**src/rtl/cpu_pkg.sv**
```systemverilog
// ------------------------------------------------------------------
// Package : cpu_pkg
// Desc    : Shared widths, opcode fields and prefetch state encoding.
// Rev     : 1.0 - initial release
// ------------------------------------------------------------------
`default_nettype none

package cpu_pkg;

  localparam int WIDTH    = 32;
  localparam int ADDRSIZE = 12;

  localparam int          OPC_MSB = 31;
  localparam int          OPC_LSB = 28;
  localparam logic [3:0]  OP_HLT  = 4'b1001;

  typedef enum logic [1:0] {
    ST_IDLE  = 2'd0,
    ST_REQ   = 2'd1,
    ST_DRAIN = 2'd2,
    ST_HALT  = 2'd3
  } pf_state_e;

endpackage

`default_nettype wire

```
**src/rtl/ins_fifo.sv**
```systemverilog
// ------------------------------------------------------------------
// Module : ins_fifo
// Desc   : Synchronous FIFO with a registered head stage and flush.
// Rev    : 1.0 - initial release
// ------------------------------------------------------------------
`default_nettype none

module ins_fifo #(
  parameter int DW    = 44,
  parameter int DEPTH = 4,
  parameter int LW    = $clog2(DEPTH) + 1
) (
  input  logic          clk,
  input  logic          rst,
  input  logic          push_i,
  input  logic          pop_i,
  input  logic          clear_i,
  input  logic [DW-1:0] din_i,
  output logic          head_valid_o,
  output logic [DW-1:0] head_o,
  output logic [LW-1:0] level_o
);

  localparam int PW = $clog2(DEPTH);

  logic [DW-1:0] mem_q [DEPTH];
  logic [PW-1:0] wr_q, rd_q;
  logic [LW-1:0] level_q;
  logic          head_valid_q;
  logic [DW-1:0] head_q;
  logic [LW-1:0] mem_cnt_d;
  logic          load_d;

  // level counts the head slot too; entries still in the array feed the head
  assign mem_cnt_d = level_q - LW'(head_valid_q);
  assign load_d    = (mem_cnt_d != '0) && (!head_valid_q || pop_i);

  always_ff @(posedge clk) begin
    if (push_i && !clear_i) begin
      mem_q[wr_q] <= din_i;
    end
  end

  always_ff @(posedge clk) begin
    if (rst) begin
      wr_q         <= '0;
      rd_q         <= '0;
      level_q      <= '0;
      head_valid_q <= 1'b0;
      head_q       <= '0;
    end else if (clear_i) begin
      wr_q         <= '0;
      rd_q         <= '0;
      level_q      <= '0;
      head_valid_q <= 1'b0;
    end else begin
      if (push_i) begin
        wr_q <= wr_q + PW'(1);
      end
      if (load_d) begin
        head_q       <= mem_q[rd_q];
        rd_q         <= rd_q + PW'(1);
        head_valid_q <= 1'b1;
      end else if (pop_i) begin
        head_valid_q <= 1'b0;
      end
      level_q <= level_q + LW'(push_i) - LW'(pop_i);
    end
  end

  assign head_valid_o = head_valid_q;
  assign head_o       = head_q;
  assign level_o      = level_q;

endmodule

`default_nettype wire

```
**src/rtl/instruction_prefetch_unit.sv**
```systemverilog
// ------------------------------------------------------------------
// Module : instruction_prefetch_unit
// Desc   : Fetch PC, memory request FSM and instruction buffer.
//          Optional HLT stop compiled in with IPU_HALT_STOP_EN.
// Rev    : 1.0 - initial release
// ------------------------------------------------------------------
`default_nettype none

module instruction_prefetch_unit
  import cpu_pkg::*;
#(
  parameter int WIDTH    = cpu_pkg::WIDTH,
  parameter int ADDRSIZE = cpu_pkg::ADDRSIZE,
  parameter int DEPTH    = 4,
  parameter int RESET_PC = 0
) (
  input  logic                   clk,
  input  logic                   rst,
  output logic                   imem_req,
  output logic [ADDRSIZE-1:0]    imem_addr,
  input  logic                   imem_ack,
  input  logic [WIDTH-1:0]       imem_rdata,
  output logic                   ins_valid,
  output logic [WIDTH-1:0]       ins_data,
  output logic [ADDRSIZE-1:0]    ins_pc,
  input  logic                   ins_ready,
  input  logic                   redirect,
  input  logic [ADDRSIZE-1:0]    redirect_pc,
  output logic [$clog2(DEPTH):0] fifo_level
);

  localparam int LW = $clog2(DEPTH) + 1;

  pf_state_e             state_q;
  logic                  req_q;
  logic [ADDRSIZE-1:0]   addr_q, pc_q, pc_inc_d;
  logic                  pop_d, push_d;
  logic [LW-1:0]         level_d, lvl_pop_d, lvl_after_d;
  logic [ADDRSIZE+WIDTH-1:0] head_d;

  // redirect outranks both buffer ports; acks in DRAIN are simply dropped
  assign pop_d       = ins_valid && ins_ready && !redirect;
  assign push_d      = (state_q == ST_REQ) && imem_ack && !redirect;
  assign lvl_pop_d   = level_d - LW'(pop_d);
  assign lvl_after_d = lvl_pop_d + LW'(push_d);
  assign pc_inc_d    = pc_q + ADDRSIZE'(1);

`ifdef IPU_HALT_STOP_EN
  logic is_hlt_d;
  assign is_hlt_d = (imem_rdata[OPC_MSB:OPC_LSB] == OP_HLT);
`endif

  always_ff @(posedge clk) begin
    if (rst) begin
      state_q <= ST_IDLE;
      req_q   <= 1'b0;
      addr_q  <= '0;
      pc_q    <= ADDRSIZE'(RESET_PC);
    end else begin
      case (state_q)
        ST_IDLE: begin
          if (redirect) begin
            pc_q    <= redirect_pc;
            addr_q  <= redirect_pc;
            req_q   <= 1'b1;
            state_q <= ST_REQ;
          end else if (lvl_pop_d < LW'(DEPTH)) begin
            addr_q  <= pc_q;
            req_q   <= 1'b1;
            state_q <= ST_REQ;
          end
        end
        ST_REQ: begin
          if (redirect) begin
            pc_q <= redirect_pc;
            if (imem_ack) addr_q  <= redirect_pc;
            else          state_q <= ST_DRAIN;
          end else if (imem_ack) begin
            pc_q <= pc_inc_d;
`ifdef IPU_HALT_STOP_EN
            if (is_hlt_d) begin
              req_q   <= 1'b0;
              state_q <= ST_HALT;
            end else
`endif
            if (lvl_after_d < LW'(DEPTH)) begin
              addr_q <= pc_inc_d;
            end else begin
              req_q   <= 1'b0;
              state_q <= ST_IDLE;
            end
          end
        end
        ST_DRAIN: begin
          if (redirect) pc_q <= redirect_pc;
          if (imem_ack) begin
            addr_q  <= redirect ? redirect_pc : pc_q;
            state_q <= ST_REQ;
          end
        end
`ifdef IPU_HALT_STOP_EN
        ST_HALT: begin
          if (redirect) begin
            pc_q    <= redirect_pc;
            addr_q  <= redirect_pc;
            req_q   <= 1'b1;
            state_q <= ST_REQ;
          end
        end
`endif
        default: begin
          req_q   <= 1'b0;
          state_q <= ST_IDLE;
        end
      endcase
    end
  end

  ins_fifo #(
    .DW    (ADDRSIZE + WIDTH),
    .DEPTH (DEPTH),
    .LW    (LW)
  ) u_fifo (
    .clk          (clk),
    .rst          (rst),
    .push_i       (push_d),
    .pop_i        (pop_d),
    .clear_i      (redirect),
    .din_i        ({pc_q, imem_rdata}),
    .head_valid_o (ins_valid),
    .head_o       (head_d),
    .level_o      (level_d)
  );

  assign imem_req   = req_q;
  assign imem_addr  = addr_q;
  assign ins_pc     = head_d[ADDRSIZE+WIDTH-1:WIDTH];
  assign ins_data   = head_d[WIDTH-1:0];
  assign fifo_level = level_d;

endmodule

`default_nettype wire

```
**config.mk**
```make
export PLATFORM = sky130hd
export DESIGN_NAME = instruction_prefetch_unit
export DESIGN_NICKNAME = d
export VERILOG_FILES = /design/src/rtl/cpu_pkg.sv /design/src/rtl/ins_fifo.sv /design/src/rtl/instruction_prefetch_unit.sv
export SDC_FILE = /design/constraint.sdc
export NUM_CORES = 1
export LEC_CHECK = 0
export ABC_AREA = 0
export BUFFER_PORTS_ARGS = -buffer_cell sky130_fd_sc_hd__buf_2
export CAP_MARGIN = 20
export CORE_MARGIN = 4
export CORE_UTILIZATION = 45
export CTS_CLUSTER_SIZE = 28
export DETAILED_ROUTE_END_ITERATION = 12
export SLEW_MARGIN = 0
export SYNTH_ARGS = -nofsm -noshare
export SYNTH_HDL_FRONTEND = slang
export SYNTH_SLANG_ARGS = --single-unit
```
**constraint.sdc**
```tcl
create_clock -name clk -period 4.7 [get_ports clk]
set_input_delay 0.235 -clock clk [delete_from_list [all_inputs] [get_ports clk]]
set_output_delay 0.235 -clock clk [all_outputs]
set_load 0.02 [all_outputs]
```
After elaboration in Yosys (flattened, before gate mapping)
Memories as Yosys holds them, arrays and structs flattened. A register that Yosys moved wholly into a read port is not among the register bits.
Index checks and enable logic that the tools add are counted.
{ "word_totals": {"n_memories": 1, "latchBits": 0, "rom_bits": 0, "register_bits": 35, "mem_bits_rw": 176, "word_cells": 83} }
{ "memory_table": {"columns": ["memory", "depth", "word_bits", "rd", "rd_clocked_by_memory_dff", "write_ports", "line_no", "rtl"], "rows": [
  ["u_fifo.mem_q", 4, 44, 1, 1, 1, "ins_fifo.sv:26", "logic [DW-1:0] mem_q [DEPTH];"]
]} }
{ "op_classes": {"n_eq_ne": 11, "shift": 0, "bitwise": 2, "n_div": 0, "multipliers": 0, "mux": 30, "magnitude_cmp": 2, "n_reduce_logical": 21, "addsub": 8} }
{ "ops": {"columns": ["op", "count"], "rows": [
  ["two-way mux 12 bit", 10],
  ["case mux 12 bit (3 select lines)", 1],
  ["case mux 12 bit (2 select lines)", 1],
  ["AND reduction 5 bit", 3],
  ["two-way mux 2 bit", 7],
  ["adder 12 x 1 -> 12 bit, second input constant", 1],
  ["!= test 3 bit, second input constant", 4],
  ["two-way mux 1 bit", 9],
  ["subtractor 3 x 1 -> 3 bit", 3],
  ["!= test 2 bit, second input constant", 4],
  ["adder 3 x 1 -> 3 bit", 2],
  ["logical AND 1 bit", 6],
  ["less-than comparator 3 bit, second input constant", 2],
  ["case mux 2 bit (3 select lines)", 1],
  ["nonzero test 3 bit", 2],
  ["adder 2 x 1 -> 2 bit, second input constant", 2],
  ["AND reduction 2 bit", 2],
  ["nonzero test 2 bit", 2],
  ["OR reduction 2 bit", 2],
  ["!= test 3 x 2 -> 1 bit, second input constant", 1],
  ["case mux 1 bit (3 select lines)", 1],
  ["== test 2 x 1 -> 1 bit, second input constant", 1],
  ["== test 2 bit, second input constant", 1],
  ["zero test 1 bit", 2],
  ["3 further kinds", 4]
]} }

Longest topological paths before layout
Gate-level depths: netlist (run 1).
{ "depth": {"depth_word": 9, "mapped_depth": 13, "mapped_depth_nobuf": 10} }

Hierarchy
Synthesis (run 1) repeated with hierarchy kept, for this count alone.
{ "hier_totals": {"hier_cells": 799, "area_unflattened_um2": 11109.4} }
{ "by_module_without_submodules": {"columns": ["module", "area_each_um2", "instances", "cells_per_inst", "seq_area_each_um2"], "rows": [
  ["ins_fifo", 9111.2, 1, 549, 6326.1],
  ["instruction_prefetch_unit", 1998.2, 1, 250, 540.5]
]} }

Worst setup path after synthesis (run 1)
Ideal clock, no wire load.
{ "synth_timing": {"path_type": "input-to-reg", "startpoint": "input redirect", "endpoint": "register addr_q[10], in the netlist imem_addr[10]", "path_buffers": 4, "setup_time_ns": 0.116, "cell_stages": 12, "t_arrival_ns": 2.495, "path_slack_ns": 2.089, "cell_sequence": "buf_6 -> buf_2 -> clkbuf_1 -> nor2_1 -> nand3_1 -> ha_1 -> ha_1 -> and2_2 -> and3_1 -> buf_6 -> o311a_1 -> a31o_1"} }
{ "synth_between": {"elab_chain_len": 7, "word_cells_on_any_way": 15, "classes_between": "add/sub (2); order compare (2); eq/ne (2); mux (5); reduce/logical (4)"} }
{ "synth_lines": {"columns": ["item", "line_no", "rtl"], "rows": [
  ["from (decl)", "instruction_prefetch_unit.sv:27", "input logic redirect,"],
  ["zero test 1 bit", "instruction_prefetch_unit.sv:42, instruction_prefetch_unit.sv:43", null],
  ["logical AND 1 bit", "instruction_prefetch_unit.sv:42", "assign pop_d = ins_valid && ins_ready && !redirect;"],
  ["subtractor 3 x 1 -> 3 bit", "instruction_prefetch_unit.sv:44", "assign lvl_pop_d = level_d - LW'(pop_d);"],
  ["adder 3 x 1 -> 3 bit", "instruction_prefetch_unit.sv:45", "assign lvl_after_d = lvl_pop_d + LW'(push_d);"],
  ["less-than comparator 3 bit", "instruction_prefetch_unit.sv:86", "if (lvl_after_d < LW'(DEPTH)) begin"],
  ["!= test 3 x 2 -> 1 bit (no source line)", null, null],
  ["AND reduction 5 bit (no source line)", null, null],
  ["to (signal assigned)", "instruction_prefetch_unit.sv:64", "addr_q <= redirect_pc;"],
  ["to (signal assigned)", "instruction_prefetch_unit.sv:87", "addr_q <= pc_inc_d;"],
  ["to (signal assigned)", "instruction_prefetch_unit.sv:97", "addr_q <= redirect ? redirect_pc : pc_q;"],
  ["to (decl)", "instruction_prefetch_unit.sv:36", "logic [ADDRSIZE-1:0] addr_q, pc_q, pc_inc_d;"]
]} }
Parallel ways exist; a longest one is shown, timed or not. The select of a mux whose other input is x is not followed.
A chain may end at the register's enable or synchronous reset.

Worst setup path in the final report (run 1)
{ "layout_timing": {"startpoint": "register state_q[0]", "endpoint": "register addr_q[6], in the netlist imem_addr[6]"} }
{ "layout_between": {"elab_chain_len": 7, "word_cells_on_any_way": 14, "classes_between": "add/sub (1); order compare (1); eq/ne (6); mux (1); reduce/logical (5)"} }
{ "layout_lines": {"columns": ["item", "line_no", "rtl"], "rows": [
  ["from (decl)", "instruction_prefetch_unit.sv:34", "pf_state_e state_q;"],
  ["from (signal assigned)", "instruction_prefetch_unit.sv:55", "state_q <= ST_IDLE;"],
  ["from (signal assigned)", "instruction_prefetch_unit.sv:66", "state_q <= ST_REQ;"],
  ["from (signal assigned)", "instruction_prefetch_unit.sv:70", "state_q <= ST_REQ;"],
  ["== test 2 x 1 -> 1 bit", "instruction_prefetch_unit.sv:43, instruction_prefetch_unit.sv:60", null],
  ["logical AND 1 bit (2 in series)", "instruction_prefetch_unit.sv:43", "assign push_d = (state_q == ST_REQ) && imem_ack && !redirect;"],
  ["adder 3 x 1 -> 3 bit", "instruction_prefetch_unit.sv:45", null],
  ["less-than comparator 3 bit", "instruction_prefetch_unit.sv:86", null],
  ["!= test 3 x 2 -> 1 bit (no source line)", null, null],
  ["AND reduction 5 bit (no source line)", null, null]
]} }
Parallel ways exist; a longest one is shown, timed or not.

==> impl_results.html, run 1 <==
<table>
<tr><th>Metric</th><th>Value</th></tr>
<tr><th colspan="2">Run status</th></tr>
<tr><td>Outcome</td><td>complete, no violations</td></tr>
<tr><th colspan="2">CTS</th></tr>
<tr><td>Number of gates resized after CTS</td><td>0</td></tr>
<tr><td>Cell at the root of the clock tree</td><td>sky130_fd_sc_hd__clkbuf_16</td></tr>
<tr><td>Post-cts hold buffer count</td><td>32</td></tr>
<tr><td>Max clock buf depth</td><td>3</td></tr>
<tr><td>Clk slew on worst S/H paths</td><td>60 ps</td></tr>
<tr><td>Sinks on Clock Net</td><td>255</td></tr>
<tr><td>H-tree depth</td><td>1</td></tr>
<tr><td>Clock latency on the worst-skew pair</td><td>520 ps</td></tr>
<tr><td>CTS tree</td><td>built</td></tr>
<tr><td>TritonCTS Buffers</td><td>27</td></tr>
<tr><td>Buffers inserted during post-CTS setup optimization</td><td>0</td></tr>
<tr><th colspan="2">Critical path</th></tr>
<tr><td>Reg2Reg Setup Slack</td><td>1680 ps</td></tr>
<tr><td>Maximum fanout along the worst path</td><td>30</td></tr>
<tr><td>Data arrival time of the critical path</td><td>3420 ps</td></tr>
<tr><td>Critical path startpoint</td><td>state_q[0]</td></tr>
<tr><td>List of cells traversed by the critical path</td><td>nor4bb_1, buf_4, ha_1, ha_1, a21oi_1, mux2i_4, o21ai_2, o41ai_1</td></tr>
<tr><td>Required time worst endpoint</td><td>5090 ps</td></tr>
<tr><td>Setup crit start kind</td><td>flip-flop</td></tr>
<tr><td>Depth of the worst register-to-register path</td><td>8</td></tr>
<tr><td>Worst r2r dst</td><td>imem_addr[6]</td></tr>
<tr><td>Reg2reg start</td><td>state_q[0]</td></tr>
<tr><td>Most prevalent standard cell on the critical path</td><td>sky130_fd_sc_hd__ha_1</td></tr>
<tr><td>Crit-path max cell delay</td><td>950 ps</td></tr>
<tr><td>Start-to-end type of the worst setup path</td><td>reg -&gt; reg</td></tr>
<tr><td>Cell with the largest stage delay on the worst path</td><td>sky130_fd_sc_hd__dfxtp_1</td></tr>
<tr><td>Critical path capture point type</td><td>flip-flop</td></tr>
<tr><th colspan="2">Routing</th></tr>
<tr><td>Sum of routed wire length over all layers</td><td>22,500 um</td></tr>
<tr><td>Iteration-0 DRC Markers</td><td>452</td></tr>
<tr><td>Vias per std cell</td><td>5.47</td></tr>
<tr><td>WL/cell</td><td>18.7 um</td></tr>
<tr><td>Via count</td><td>6,589</td></tr>
<tr><td>Post-route DRC violation count</td><td>0</td></tr>
<tr><td>Remaining antenna violation count after routing</td><td>0</td></tr>
<tr><td>Drt pass-1 iters</td><td>5</td></tr>
<tr><th colspan="2">Finish</th></tr>
<tr><td>Number of antenna cells inserted</td><td>0</td></tr>
<tr><td>Share of final-layout standard cells stronger than drive strength 1</td><td>25.5%</td></tr>
<tr><td>Layout overhead on the synthesized area</td><td>18.3%</td></tr>
<tr><td>Final-stage net count</td><td>930</td></tr>
<tr><th colspan="2">Worst hold path</th></tr>
<tr><td>Worst min-delay path startpoint</td><td>redirect_pc[6]</td></tr>
<tr><td>Depth of the worst hold-timing path</td><td>3</td></tr>
<tr><td>Type of the tightest min-delay check</td><td>in -&gt; reg</td></tr>
<tr><td>Hold Crit Endpoint</td><td>pc_q[6]</td></tr>
<tr><th colspan="2">Global routing</th></tr>
<tr><td>Grt total ovfl</td><td>0</td></tr>
<tr><td>Initial antenna violation count</td><td>0</td></tr>
<tr><td>Via count of the first global-routing pass</td><td>6,940</td></tr>
<tr><td>Wire length of the first global-routing pass</td><td>36,700 um</td></tr>
<tr><td>Overall Global Routing Usage</td><td>17.4%</td></tr>
<tr><td>Largest net degree at the start of global routing</td><td>66</td></tr>
<tr><th colspan="2">Floorplanning</th></tr>
<tr><td>Floorplan die height</td><td>161 um</td></tr>
<tr><td>Number of placement rows</td><td>55</td></tr>
<tr><td>Die footprint</td><td>0.0259 mm^2</td></tr>
<tr><td>Placeable Area</td><td>0.0228 mm^2</td></tr>
<tr><td>Horizontal die dimension</td><td>161 um</td></tr>
<tr><td>Starting Density</td><td>46.1%</td></tr>
<tr><td>I/O pins</td><td>110</td></tr>
<tr><th colspan="2">Timing</th></tr>
<tr><td>Final-report setup violation count</td><td>0</td></tr>
<tr><td>Post-route clock skew</td><td>8.90 ps</td></tr>
<tr><td>Fin. max-slew vios</td><td>0</td></tr>
<tr><td>Headroom to the max-slew limit</td><td>34.0%</td></tr>
<tr><td>Final critical delay including setup and external delays</td><td>3020 ps</td></tr>
<tr><td>Final hold violation count</td><td>0</td></tr>
<tr><td>Ratio of final minimum period to clock period</td><td>64.3%</td></tr>
<tr><td>Setup TNS Final</td><td>0 ps</td></tr>
<tr><td>Peak clock frequency supported by timing</td><td>0.331 GHz</td></tr>
<tr><td>Final setup slack of the worst path</td><td>1680 ps</td></tr>
<tr><td>Transition time of the tightest slew-check pin</td><td>989 ps</td></tr>
<tr><td>Setup repair after global routing missed its margin</td><td>false</td></tr>
<tr><th colspan="2">Placement</th></tr>
<tr><td>Placer congestion estimate</td><td>0.889</td></tr>
<tr><td>Post-detailed-placement half-perimeter wirelength</td><td>14,100 um</td></tr>
<tr><td>Buffers added on ports</td><td>109</td></tr>
<tr><td>Post-placement setup slack</td><td>1630 ps</td></tr>
<tr><th colspan="2">Synth</th></tr>
<tr><td>Flop and latch count out of synthesis</td><td>255</td></tr>
<tr><td>Distinct cell type count of the synthesized netlist</td><td>78</td></tr>
<tr><td>Part of the Yosys area used for sequential elements</td><td>65.4%</td></tr>
<tr><td>Asr flop ratio synth</td><td>0%</td></tr>
<tr><td>Cell Area, Synth</td><td>0.0105 mm^2</td></tr>
<tr><td>Number of enable-type register cells in the synthesized netlist</td><td>176</td></tr>
<tr><td>Count of synthesis-stage warnings from yosys</td><td>0</td></tr>
<tr><td>Primary flip-flop cell chosen by synthesis mapping</td><td>sky130_fd_sc_hd__edfxtp_1</td></tr>
<tr><td>Syn nets</td><td>804</td></tr>
<tr><td>Post-synthesis average cell area</td><td>14.1 um^2</td></tr>
<tr><td>Gate Count Post-Synth</td><td>744</td></tr>
<tr><th colspan="2">Power</th></tr>
<tr><td>Power after layout</td><td>5.06 mW</td></tr>
<tr><td>Worst voltage drop across the vdd grid</td><td>0.251 mV</td></tr>
<tr><td>Leakage power</td><td>4.29 nW</td></tr>
<tr><td>P_int</td><td>3.90 mW</td></tr>
<tr><td>Clock Power Share</td><td>41.3%</td></tr>
<tr><td>Net load switching power</td><td>1.15 mW</td></tr>
<tr><td>Relative contribution of combinational cells to total power</td><td>8.1%</td></tr>
<tr><td>Cell area power density</td><td>407 mW/mm^2</td></tr>
<tr><td>Sw Share</td><td>22.8%</td></tr>
<tr><td>Sequential power share</td><td>50.6%</td></tr>
<tr><th colspan="2">Run</th></tr>
<tr><td>Maximum capacitance violations</td><td>0</td></tr>
</table>
sequential cells by signal, indices dropped and copies added (netlist names), 2 cells and up:
register / flops
state_q: 2
u_fifo.level_o: 3
pc_q: 12
u_fifo.mem_q: 176
u_fifo.head_o: 44
u_fifo.rd_q: 2
imem_addr: 12
u_fifo.wr_q: 2
worst max-delay path: cells and delay by family (launching register included):
family                     cells  cell delay, ps
AOI/OAI and AO/OA              3             690
and+or+nand+nor                1             310
muxes                          1             290
adders and majority gates      2             420
buffers and inverters          1             230
DFF                            1             950
power by group through the flow:
stage,Sequential (mW),Clock (mW),Combinational (mW)
6_report,2.56,2.09,0.408
5_1_grt,2.57,2.24,0.448
4_1_cts,2.56,2.15,0.411
3_5_place_dp,2.61,0,0.388
3_3_place_gp,2.60,0,0.381
2_1_floorplan,2.59,0,0.266
per-stage QoR:
stage          hold WS (ps)  instances  instance area (um^2)  util [%]
2_1_floorplan           334        744                 10500         -
3_3_place_gp            440       1122                 11200      49.2
3_5_place_dp            443       1122                 11200      49.2
4_1_cts                13.6       1204                 12400      54.6
5_1_grt                49.7       1204                 12400      54.6
6_report               38.7       1204                 12400      54.6
Yosys cell counts, types with 6 or more instances:
| cell type | instances | area, um^2 |
|---|---|---|
| sky130_fd_sc_hd__edfxtp_1 | 176 | 5290 |
| sky130_fd_sc_hd__nand2_1 | 112 | 420 |
| sky130_fd_sc_hd__dfxtp_1 | 79 | 1580 |
| sky130_fd_sc_hd__a21oi_1 | 64 | 320 |
| sky130_fd_sc_hd__mux4_2 | 44 | 991 |
| sky130_fd_sc_hd__nor2_1 | 23 | 86.3 |
| sky130_fd_sc_hd__clkbuf_1 | 20 | 75.1 |
| sky130_fd_sc_hd__buf_2 | 19 | 95.1 |
| sky130_fd_sc_hd__inv_1 | 16 | 60.1 |
| sky130_fd_sc_hd__nand2b_1 | 11 | 68.8 |
| sky130_fd_sc_hd__ha_1 | 10 | 125 |
| sky130_fd_sc_hd__nand3_1 | 10 | 50.1 |
| sky130_fd_sc_hd__buf_6 | 9 | 101 |
| sky130_fd_sc_hd__xnor2_1 | 9 | 78.8 |
| sky130_fd_sc_hd__o21ai_0 | 8 | 40.0 |
| sky130_fd_sc_hd__and2_1 | 7 | 43.8 |
| sky130_fd_sc_hd__nor3_1 | 6 | 30.0 |
| sky130_fd_sc_hd__o22ai_1 | 6 | 37.5 |
cell families (layout without fill, tap and decap cells):
family          Yosys count  in the layout  share of synthesized area (%)
fa+ha+maj                13             13                           1.57
simple gates            202            202                           9.16
xor+xnor                 11             11                           1.06
compound gates          140            140                           8.87
buf+inv                  70            217                           3.54
mux                      53             53                           10.4
flops                   255            255                           65.4
final cells by class:
type,count,area (um^2)
fillers,1857,10400
flip-flops and latches,255,6870
multi-input cells,419,3270
repair buffers,149,926
clock buffers,37,773
well taps,313,392
clock inverters,13,123
inverters,18,67.6
per-layer routing:
layer	global-route usage [%]	share of wire [%]	vias to the layer above
met5	0	0	-
met4	3.92	1.5	0
met3	3.05	6.4	28
met2	29.2	48	229
met1	23.8	44	3249
li1	-	-	3083
worst max path at each step:
stage / endpoint / slack [ps]
2_1_floorplan: imem_addr[10] / 2090
3_3_place_gp: imem_addr[10] / 1810
3_5_place_dp: imem_addr[6] / 1630
4_1_cts: imem_addr[6] / 1670
5_1_grt: imem_addr[6] / 1420
6_report: imem_addr[6] / 1680
placed cells by master (no fill, tap or decap), types with 8 or more instances in the layout:
master                          instances
sky130_fd_sc_hd__nand3_1               10
sky130_fd_sc_hd__buf_4                  8
sky130_fd_sc_hd__buf_2                109
sky130_fd_sc_hd__nand2b_1              11
sky130_fd_sc_hd__dfxtp_1               77
sky130_fd_sc_hd__clkbuf_16             27
sky130_fd_sc_hd__xnor2_1                9
sky130_fd_sc_hd__ha_1                  10
sky130_fd_sc_hd__o21ai_0                8
sky130_fd_sc_hd__mux4_2                44
sky130_fd_sc_hd__nand2_1              112
sky130_fd_sc_hd__nor2_1                23
sky130_fd_sc_hd__edfxtp_1             176
sky130_fd_sc_hd__a21oi_1               64
sky130_fd_sc_hd__dlygate4sd3_1         32
sky130_fd_sc_hd__inv_1                 16
No activity file was read; power rests on OpenSTA's default activity.
==> run 2: changes to the inputs <==
- ABC_AREA: 0 -> 1
- PLACE_DENSITY: unset -> 0.66
- clock period: 4.7 -> 2.6 ns (I/O delays scaled with it)
==> impl_results.html, run 2 <==
<table>
<tr><th>Metric</th><th>Value</th></tr>
<tr><th colspan="2">Critical path</th></tr>
<tr><td>Worst r2r dst</td><td>imem_addr[1]</td></tr>
<tr><td>Data arrival time of the critical path</td><td>2620 ps</td></tr>
<tr><td>Critical path capture point type</td><td>flip-flop</td></tr>
<tr><td>Critical path depth</td><td>12</td></tr>
<tr><td>List of cells traversed by the critical path</td><td>inv_2, nand2_4, nor2_4, inv_1, nor2_1, ha_1, ha_1, nand3_1, nand3_2, nand3_2, o21ai_0, nor2_1</td></tr>
<tr><td>Setup crit start kind</td><td>flip-flop</td></tr>
<tr><td>Depth of the worst register-to-register path</td><td>12</td></tr>
<tr><td>Setup crit end</td><td>imem_addr[1]</td></tr>
<tr><td>Buf/Inv on CP</td><td>2</td></tr>
<tr><td>Reg2reg start</td><td>state_q[1]</td></tr>
<tr><td>Required time worst endpoint</td><td>3010 ps</td></tr>
<tr><td>Reg2Reg Setup Slack</td><td>390 ps</td></tr>
<tr><td>Maximum fanout along the worst path</td><td>17</td></tr>
<tr><td>Crit-path max cell delay</td><td>360 ps</td></tr>
<tr><td>Cell with the largest stage delay on the worst path</td><td>sky130_fd_sc_hd__dfxtp_1</td></tr>
<tr><td>Cell family with most CP delay</td><td>simple AND/OR/NAND/NOR gates</td></tr>
<tr><td>Start-to-end type of the worst setup path</td><td>reg -&gt; reg</td></tr>
<tr><td>Critical path startpoint</td><td>state_q[1]</td></tr>
<tr><th colspan="2">Floorplanning</th></tr>
<tr><td>Floorplan die height</td><td>161 um</td></tr>
<tr><td>Horizontal die dimension</td><td>161 um</td></tr>
<tr><td>Placeable Area</td><td>0.0228 mm^2</td></tr>
<tr><td>I/O pins</td><td>110</td></tr>
<tr><td>Starting Density</td><td>46.1%</td></tr>
<tr><td>Die footprint</td><td>0.0258 mm^2</td></tr>
<tr><td>Number of placement rows</td><td>55</td></tr>
<tr><th colspan="2">Routing</th></tr>
<tr><td>Post-route DRC violation count</td><td>0</td></tr>
<tr><td>M1 WL</td><td>10,600 um</td></tr>
<tr><td>WL/cell</td><td>16.3 um</td></tr>
<tr><td>Via count</td><td>7,754</td></tr>
<tr><td>Sum of routed wire length over all layers</td><td>24,300 um</td></tr>
<tr><td>Total length of routed met2 wires</td><td>11,700 um</td></tr>
<tr><td>Max Used Layer</td><td>met4</td></tr>
<tr><td>Remaining antenna violation count after routing</td><td>0</td></tr>
<tr><td>WL met3</td><td>1700 um</td></tr>
<tr><td>Vias per std cell</td><td>5.19</td></tr>
<tr><td>Drt pass-1 iters</td><td>6</td></tr>
<tr><td>Iteration-0 DRC Markers</td><td>611</td></tr>
<tr><th colspan="2">Finish</th></tr>
<tr><td>Flip-flop count of the largest register after layout</td><td>176</td></tr>
<tr><td>Final-stage net count</td><td>1,220</td></tr>
<tr><td>Share of final-layout standard cells stronger than drive strength 1</td><td>16.4%</td></tr>
<tr><td>Number of antenna cells inserted</td><td>0</td></tr>
<tr><td>Highest-count cells in the layout ignoring fill and taps</td><td>sky130_fd_sc_hd__edfxtp_1, sky130_fd_sc_hd__nand2_1, sky130_fd_sc_hd__nor2_1</td></tr>
<tr><td>Layout overhead on the synthesized area</td><td>20.0%</td></tr>
<tr><td>Util after Layout</td><td>55.3%</td></tr>
<tr><td>Most common cell after layout, fill and taps aside</td><td>sky130_fd_sc_hd__edfxtp_1</td></tr>
<tr><td>Top reg by flops</td><td>u_fifo.mem_q</td></tr>
<tr><th colspan="2">Timing</th></tr>
<tr><td>Setup repair after global routing missed its margin</td><td>false</td></tr>
<tr><td>Final hold violation count</td><td>0</td></tr>
<tr><td>Headroom to the max-slew limit</td><td>50.8%</td></tr>
<tr><td>Fin. max-slew vios</td><td>0</td></tr>
<tr><td>Final-report setup violation count</td><td>0</td></tr>
<tr><td>Setup TNS Final</td><td>0 ps</td></tr>
<tr><td>Peak clock frequency supported by timing</td><td>0.452 GHz</td></tr>
<tr><td>Ratio of final minimum period to clock period</td><td>85.0%</td></tr>
<tr><td>Final critical delay including setup and external delays</td><td>2210 ps</td></tr>
<tr><td>Post-route clock skew</td><td>13.1 ps</td></tr>
<tr><td>Transition time of the tightest slew-check pin</td><td>737 ps</td></tr>
<tr><th colspan="2">CTS</th></tr>
<tr><td>Buffers inserted during post-CTS setup optimization</td><td>0</td></tr>
<tr><td>H-tree depth</td><td>1</td></tr>
<tr><td>Clock latency on the worst-skew pair</td><td>530 ps</td></tr>
<tr><td>CTS tree</td><td>built</td></tr>
<tr><td>Cell at the root of the clock tree</td><td>sky130_fd_sc_hd__clkbuf_16</td></tr>
<tr><td>Sinks on Clock Net</td><td>255</td></tr>
<tr><td>Max clock buf depth</td><td>3</td></tr>
<tr><td>Number of gates resized after CTS</td><td>0</td></tr>
<tr><td>TritonCTS Buffers</td><td>27</td></tr>
<tr><td>Clk slew on worst S/H paths</td><td>60 ps</td></tr>
<tr><th colspan="2">Global routing</th></tr>
<tr><td>Overall Global Routing Usage</td><td>18.0%</td></tr>
<tr><td>Largest net degree at the start of global routing</td><td>57</td></tr>
<tr><td>Initial antenna violation count</td><td>0</td></tr>
<tr><td>Via count of the first global-routing pass</td><td>7,493</td></tr>
<tr><td>Wire length of the first global-routing pass</td><td>38,300 um</td></tr>
<tr><td>Grt total ovfl</td><td>0</td></tr>
<tr><th colspan="2">Run status</th></tr>
<tr><td>Outcome</td><td>complete, no violations</td></tr>
<tr><th colspan="2">Synth</th></tr>
<tr><td>Biggest area consumer among synthesized cells</td><td>sky130_fd_sc_hd__edfxtp_1</td></tr>
<tr><td>Syn nets</td><td>1,089</td></tr>
<tr><td>Area share of the largest cell type after synthesis</td><td>50.4%</td></tr>
<tr><td>Asr flop ratio synth</td><td>0%</td></tr>
<tr><td>Count of synthesis-stage warnings from yosys</td><td>0</td></tr>
<tr><td>Cell with the most instances after synthesis</td><td>sky130_fd_sc_hd__edfxtp_1</td></tr>
<tr><td>Synth cell count leaders</td><td>sky130_fd_sc_hd__edfxtp_1, sky130_fd_sc_hd__nand2_1, sky130_fd_sc_hd__nor2_1, sky130_fd_sc_hd__o21ai_0, sky130_fd_sc_hd__a21oi_1</td></tr>
<tr><td>Cell Area, Synth</td><td>0.0105 mm^2</td></tr>
<tr><td>Primary flip-flop cell chosen by synthesis mapping</td><td>sky130_fd_sc_hd__edfxtp_1</td></tr>
<tr><td>Post-synthesis average cell area</td><td>10.2 um^2</td></tr>
<tr><td>Distinct cell type count of the synthesized netlist</td><td>29</td></tr>
<tr><td>Cells taking the most area after synthesis</td><td>sky130_fd_sc_hd__edfxtp_1, sky130_fd_sc_hd__dfxtp_1, sky130_fd_sc_hd__o21ai_0</td></tr>
<tr><td>Part of the Yosys area used for sequential elements</td><td>65.4%</td></tr>
<tr><td>Flop and latch count out of synthesis</td><td>255</td></tr>
<tr><td>Number of enable-type register cells in the synthesized netlist</td><td>176</td></tr>
<tr><td>Gate Count Post-Synth</td><td>1,029</td></tr>
<tr><th colspan="2">Placement</th></tr>
<tr><td>Buffers added on ports</td><td>109</td></tr>
<tr><td>Post-detailed-placement half-perimeter wirelength</td><td>14,100 um</td></tr>
<tr><td>Placer congestion estimate</td><td>0.821</td></tr>
<tr><th colspan="2">Power</th></tr>
<tr><td>Cell area power density</td><td>730 mW/mm^2</td></tr>
<tr><td>Leakage power</td><td>4.77 nW</td></tr>
<tr><td>Worst voltage drop across the vdd grid</td><td>0.435 mV</td></tr>
<tr><th colspan="2">Worst hold path</th></tr>
<tr><td>Type of the tightest min-delay check</td><td>in -&gt; reg</td></tr>
<tr><th colspan="2">Run</th></tr>
<tr><td>Maximum capacitance violations</td><td>0</td></tr>
</table>
-- run 2: cell count changes in the layout (fill, tap and decap cells not counted), sizes merged, moves of 16 or more --
cell / before / now
nor2: 23 / 154
o21ai: 9 / 127
nand3: 10 / 69
nand2: 112 / 161
mux4: 44 / 0
inv: 18 / 58
o22ai: 6 / 44
a21oi: 64 / 80
-- run 2: worst min-delay path, cell delays in order --
cell and delay [ps]:
sky130_fd_sc_hd__buf_2 140, sky130_fd_sc_hd__nor2_4 60, sky130_fd_sc_hd__nand2_1 60, sky130_fd_sc_hd__nand3_1 70
sky130_fd_sc_hd__nand2_1 60, sky130_fd_sc_hd__inv_1 30
-- run 2: layer usage --
layer,vias to the layer above,track usage [%]
met3,31,2.85
li1,3832,-
met5,-,0
met1,3639,24.9
met2,252,29.9
met4,0,4.58
-- run 2: stage by stage --
stage | area [um^2] | power (mW) | std cells | setup slack (ps) | hold slack (ps)
after CTS | 12600 | 9.26 | 1494 | 384 | 33.0
after detailed placement | 11400 | 5.51 | 1408 | 411 | 346
after global routing | 12600 | 9.54 | 1494 | 129 | 76.6
final | 12600 | 9.19 | 1494 | 390 | 53.0
after floorplan | 10500 | 5.23 | 1029 | -627 | 229
after global placement | 11400 | 5.49 | 1408 | 508 | 346
-- run 2: where the power goes --
part	total, mW	internal [mW]	switching, mW
Sequential	4.57	4.47	0.102
Combinational	0.895	0.301	0.593
Clock	3.72	2.22	1.50
Total	9.19	6.99	2.19
-- run 2: cell type report --
cell class	count	area, um^2
fill	2016	10200
tap	313	392
clock inverter	8	71.3
sequential	255	6870
inverter	57	214
clock buffer	42	803
timing repair buffer	164	1110
multi-input combinational	655	3140
-- run 2: worst min-delay path by stage --
| stage | to | cells past startpoint | from | slack [ps] |
|---|---|---|---|---|
| after floorplan | u_fifo.mem_q[0][0] | 0 | imem_rdata[0] | 230 |
| after global placement | u_fifo.mem_q[3][19] | 1 | imem_rdata[19] | 350 |
| after detailed placement | u_fifo.mem_q[2][25] | 1 | imem_rdata[25] | 350 |
| after CTS | state_q[0] | 6 | redirect | 30 |
| after global routing | state_q[0] | 6 | redirect | 80 |
| final | state_q[0] | 6 | redirect | 50 |
-- run 2: what timing repair did --
item | CTS | global route
hold endpoints to repair | 135 | 0
setup endpoints to repair | 0 | 0
hold buffers | 36 | 0
-- run 2: cell families after synthesis --
family,count (synthesis),synth area share (%)
buffers and inverters,119,4.99
and+or+nand+nor,390,15.5
xor gates and xnor gates,2,0.167
AOI/OAI and AO/OA,252,12.6
DFF,255,65.4
adders and majority gates,11,1.38
==> run 3: changes to the inputs <==
- GPL_TIMING_DRIVEN: unset -> 0
- PLACE_DENSITY: 0.66 -> unset
- clock period: 2.6 -> 2.85 ns (I/O delays scaled with it)
==> impl_results.html, run 3 (same netlist as run 2, synthesis figures left out) <==
<table>
<tr><th>Metric</th><th>Value</th></tr>
<tr><th colspan="2">Floorplanning</th></tr>
<tr><td>Die footprint</td><td>0.0258 mm^2</td></tr>
<tr><td>Starting Density</td><td>46.1%</td></tr>
<tr><td>Floorplan die height</td><td>161 um</td></tr>
<tr><td>Number of placement rows</td><td>55</td></tr>
<tr><td>Placeable Area</td><td>0.0228 mm^2</td></tr>
<tr><td>Horizontal die dimension</td><td>161 um</td></tr>
<tr><td>I/O pins</td><td>110</td></tr>
<tr><th colspan="2">Worst hold path</th></tr>
<tr><td>Depth of the worst hold-timing path</td><td>5</td></tr>
<tr><td>Worst min-delay path startpoint</td><td>redirect_pc[3]</td></tr>
<tr><td>Type of the tightest min-delay check</td><td>in -&gt; reg</td></tr>
<tr><td>Hold Crit Endpoint</td><td>pc_q[3]</td></tr>
<tr><th colspan="2">Critical path</th></tr>
<tr><td>Required time worst endpoint</td><td>3070 ps</td></tr>
<tr><td>Data arrival time of the critical path</td><td>2670 ps</td></tr>
<tr><td>Critical path depth</td><td>8</td></tr>
<tr><td>Cell family with most CP delay</td><td>simple AND/OR/NAND/NOR gates</td></tr>
<tr><td>Buf/Inv on CP</td><td>4</td></tr>
<tr><td>Reg2Reg Setup Slack</td><td>400 ps</td></tr>
<tr><td>Crit-path max cell delay</td><td>680 ps</td></tr>
<tr><td>Cell with the largest stage delay on the worst path</td><td>sky130_fd_sc_hd__nor2_4</td></tr>
<tr><td>Depth of the worst register-to-register path</td><td>8</td></tr>
<tr><td>Start-to-end type of the worst setup path</td><td>reg -&gt; reg</td></tr>
<tr><td>Critical path capture point type</td><td>flip-flop</td></tr>
<tr><td>Setup crit start kind</td><td>flip-flop</td></tr>
<tr><td>Worst r2r dst</td><td>u_fifo.mem_q[3][30]</td></tr>
<tr><td>Maximum fanout along the worst path</td><td>23</td></tr>
<tr><td>Reg2reg start</td><td>state_q[0]</td></tr>
<tr><td>List of cells traversed by the critical path</td><td>buf_4, nand2_4, nor2_4, inv_1, nor2_1, inv_1, nor2_4, buf_12</td></tr>
<tr><th colspan="2">Run status</th></tr>
<tr><td>Outcome</td><td>complete, no violations</td></tr>
<tr><th colspan="2">CTS</th></tr>
<tr><td>Max clock buf depth</td><td>3</td></tr>
<tr><td>Number of gates resized after CTS</td><td>0</td></tr>
<tr><td>Clock latency on the worst-skew pair</td><td>530 ps</td></tr>
<tr><td>CTS tree</td><td>built</td></tr>
<tr><td>Sinks on Clock Net</td><td>255</td></tr>
<tr><td>TritonCTS Buffers</td><td>28</td></tr>
<tr><td>Cell at the root of the clock tree</td><td>sky130_fd_sc_hd__clkbuf_16</td></tr>
<tr><td>Clk slew on worst S/H paths</td><td>60 ps</td></tr>
<tr><td>H-tree depth</td><td>1</td></tr>
<tr><th colspan="2">Placement</th></tr>
<tr><td>Placer congestion estimate</td><td>0.883</td></tr>
<tr><td>Post-placement setup slack</td><td>337 ps</td></tr>
<tr><td>Buffers added on ports</td><td>108</td></tr>
<tr><td>Post-detailed-placement half-perimeter wirelength</td><td>17,200 um</td></tr>
<tr><th colspan="2">Routing</th></tr>
<tr><td>Sum of routed wire length over all layers</td><td>26,500 um</td></tr>
<tr><td>Via count</td><td>8,030</td></tr>
<tr><td>M1 WL</td><td>11,800 um</td></tr>
<tr><td>Drt pass-1 iters</td><td>6</td></tr>
<tr><td>Iteration-0 DRC Markers</td><td>735</td></tr>
<tr><td>Post-route DRC violation count</td><td>0</td></tr>
<tr><td>WL/cell</td><td>17.2 um</td></tr>
<tr><td>Remaining antenna violation count after routing</td><td>0</td></tr>
<tr><td>Vias per std cell</td><td>5.21</td></tr>
<tr><td>Total length of routed met2 wires</td><td>12,500 um</td></tr>
<tr><td>WL met3</td><td>1710 um</td></tr>
<tr><td>Max Used Layer</td><td>met4</td></tr>
<tr><th colspan="2">Finish</th></tr>
<tr><td>Final-stage net count</td><td>1,265</td></tr>
<tr><td>Top reg by flops</td><td>u_fifo.mem_q</td></tr>
<tr><td>Most common cell after layout, fill and taps aside</td><td>sky130_fd_sc_hd__edfxtp_1</td></tr>
<tr><td>Flip-flop count of the largest register after layout</td><td>176</td></tr>
<tr><td>Layout overhead on the synthesized area</td><td>21.9%</td></tr>
<tr><td>Number of antenna cells inserted</td><td>0</td></tr>
<tr><td>Share of final-layout standard cells stronger than drive strength 1</td><td>16.8%</td></tr>
<tr><td>Highest-count cells in the layout ignoring fill and taps</td><td>sky130_fd_sc_hd__edfxtp_1, sky130_fd_sc_hd__nand2_1, sky130_fd_sc_hd__nor2_1</td></tr>
<tr><th colspan="2">Timing</th></tr>
<tr><td>Final critical delay including setup and external delays</td><td>2450 ps</td></tr>
<tr><td>Ratio of final minimum period to clock period</td><td>86.0%</td></tr>
<tr><td>Final-report setup violation count</td><td>0</td></tr>
<tr><td>Setup repair after global routing missed its margin</td><td>false</td></tr>
<tr><td>Hold slack final</td><td>59.4 ps</td></tr>
<tr><td>Headroom to the max-slew limit</td><td>45.9%</td></tr>
<tr><td>Final hold violation count</td><td>0</td></tr>
<tr><td>Transition time of the tightest slew-check pin</td><td>809 ps</td></tr>
<tr><td>Final setup slack of the worst path</td><td>398 ps</td></tr>
<tr><td>Fin. max-slew vios</td><td>0</td></tr>
<tr><td>Peak clock frequency supported by timing</td><td>0.408 GHz</td></tr>
<tr><td>Post-route clock skew</td><td>10.1 ps</td></tr>
<tr><th colspan="2">Global routing</th></tr>
<tr><td>Grt total ovfl</td><td>0</td></tr>
<tr><td>Wire length of the first global-routing pass</td><td>43,100 um</td></tr>
<tr><td>Initial antenna violation count</td><td>0</td></tr>
<tr><td>Overall Global Routing Usage</td><td>20.5%</td></tr>
<tr><td>Via count of the first global-routing pass</td><td>8,000</td></tr>
<tr><td>Largest net degree at the start of global routing</td><td>28</td></tr>
<tr><th colspan="2">Power</th></tr>
<tr><td>Worst voltage drop across the vdd grid</td><td>0.478 mV</td></tr>
<tr><td>Power after layout</td><td>8.59 mW</td></tr>
<tr><td>Leakage power</td><td>4.86 nW</td></tr>
<tr><td>Cell area power density</td><td>671 mW/mm^2</td></tr>
<tr><th colspan="2">Run</th></tr>
<tr><td>Maximum capacitance violations</td><td>0</td></tr>
</table>
run 3: area by class of cell:
type / count / area [um^2]
Buffer: 62 / 310
Multi-Input combinational cell: 655 / 3140
Sequential cell: 255 / 6870
Inverter: 57 / 214
Clock buffer: 42 / 815
Clock inverter: 10 / 98.8
Tap cell: 313 / 392
Timing Repair Buffer: 146 / 961
Fill cell: 2008 / 9990
run 3: tightest hold or removal path, cell delays in order:
cell,delay (ps)
sky130_fd_sc_hd__buf_2,100
sky130_fd_sc_hd__nand2_1,70
sky130_fd_sc_hd__nand3_1,100
sky130_fd_sc_hd__nand2_1,70
sky130_fd_sc_hd__a21oi_1,50
run 3: per-stage QoR:
stage	cells	TNS (ps)	cell area [um^2]	utilization, %
after CTS	1540	0	12800	56.2
after floorplan	1029	-66430	10500	-
after global routing	1540	0	12800	56.2
after global placement	1450	-373580	11400	50.2
final	1540	0	12800	56.2
after detailed placement	1454	0	11500	50.7
run 3: worst max path at each step:
stage / to / startpoint / slack, ps
after global placement: u_fifo.mem_q[3][29] / state_q[0] / -2260
after detailed placement: u_fifo.mem_q[3][30] / state_q[0] / 340
final: u_fifo.mem_q[3][30] / state_q[0] / 400
after CTS: u_fifo.mem_q[3][18] / state_q[0] / 320
after floorplan: u_fifo.mem_q[0][0] / state_q[0] / -380
after global routing: u_fifo.mem_q[3][21] / state_q[0] / 170
run 3: routing by layer:
| metal | vias to the layer above | track usage [%] |
|---|---|---|
| met3 | 40 | 3.13 |
| met1 | 3780 | 28.6 |
| met5 | - | 0 |
| met2 | 267 | 34.4 |
| li1 | 3943 | - |
| met4 | 0 | 4.30 |
run 3: where the power goes:
part | switching, mW | internal (mW)
Combinational | 0.586 | 0.300
Clock | 1.40 | 2.14
Sequential | 0.0838 | 4.08
Total | 2.07 | 6.52
run 3: repair_timing:
action                                  in CTS  in global routing
buffers inserted                             0                  0
endpoints found under the hold margin      130                  0
hold buffers                                34                  0
endpoints found under the setup margin       0                  0
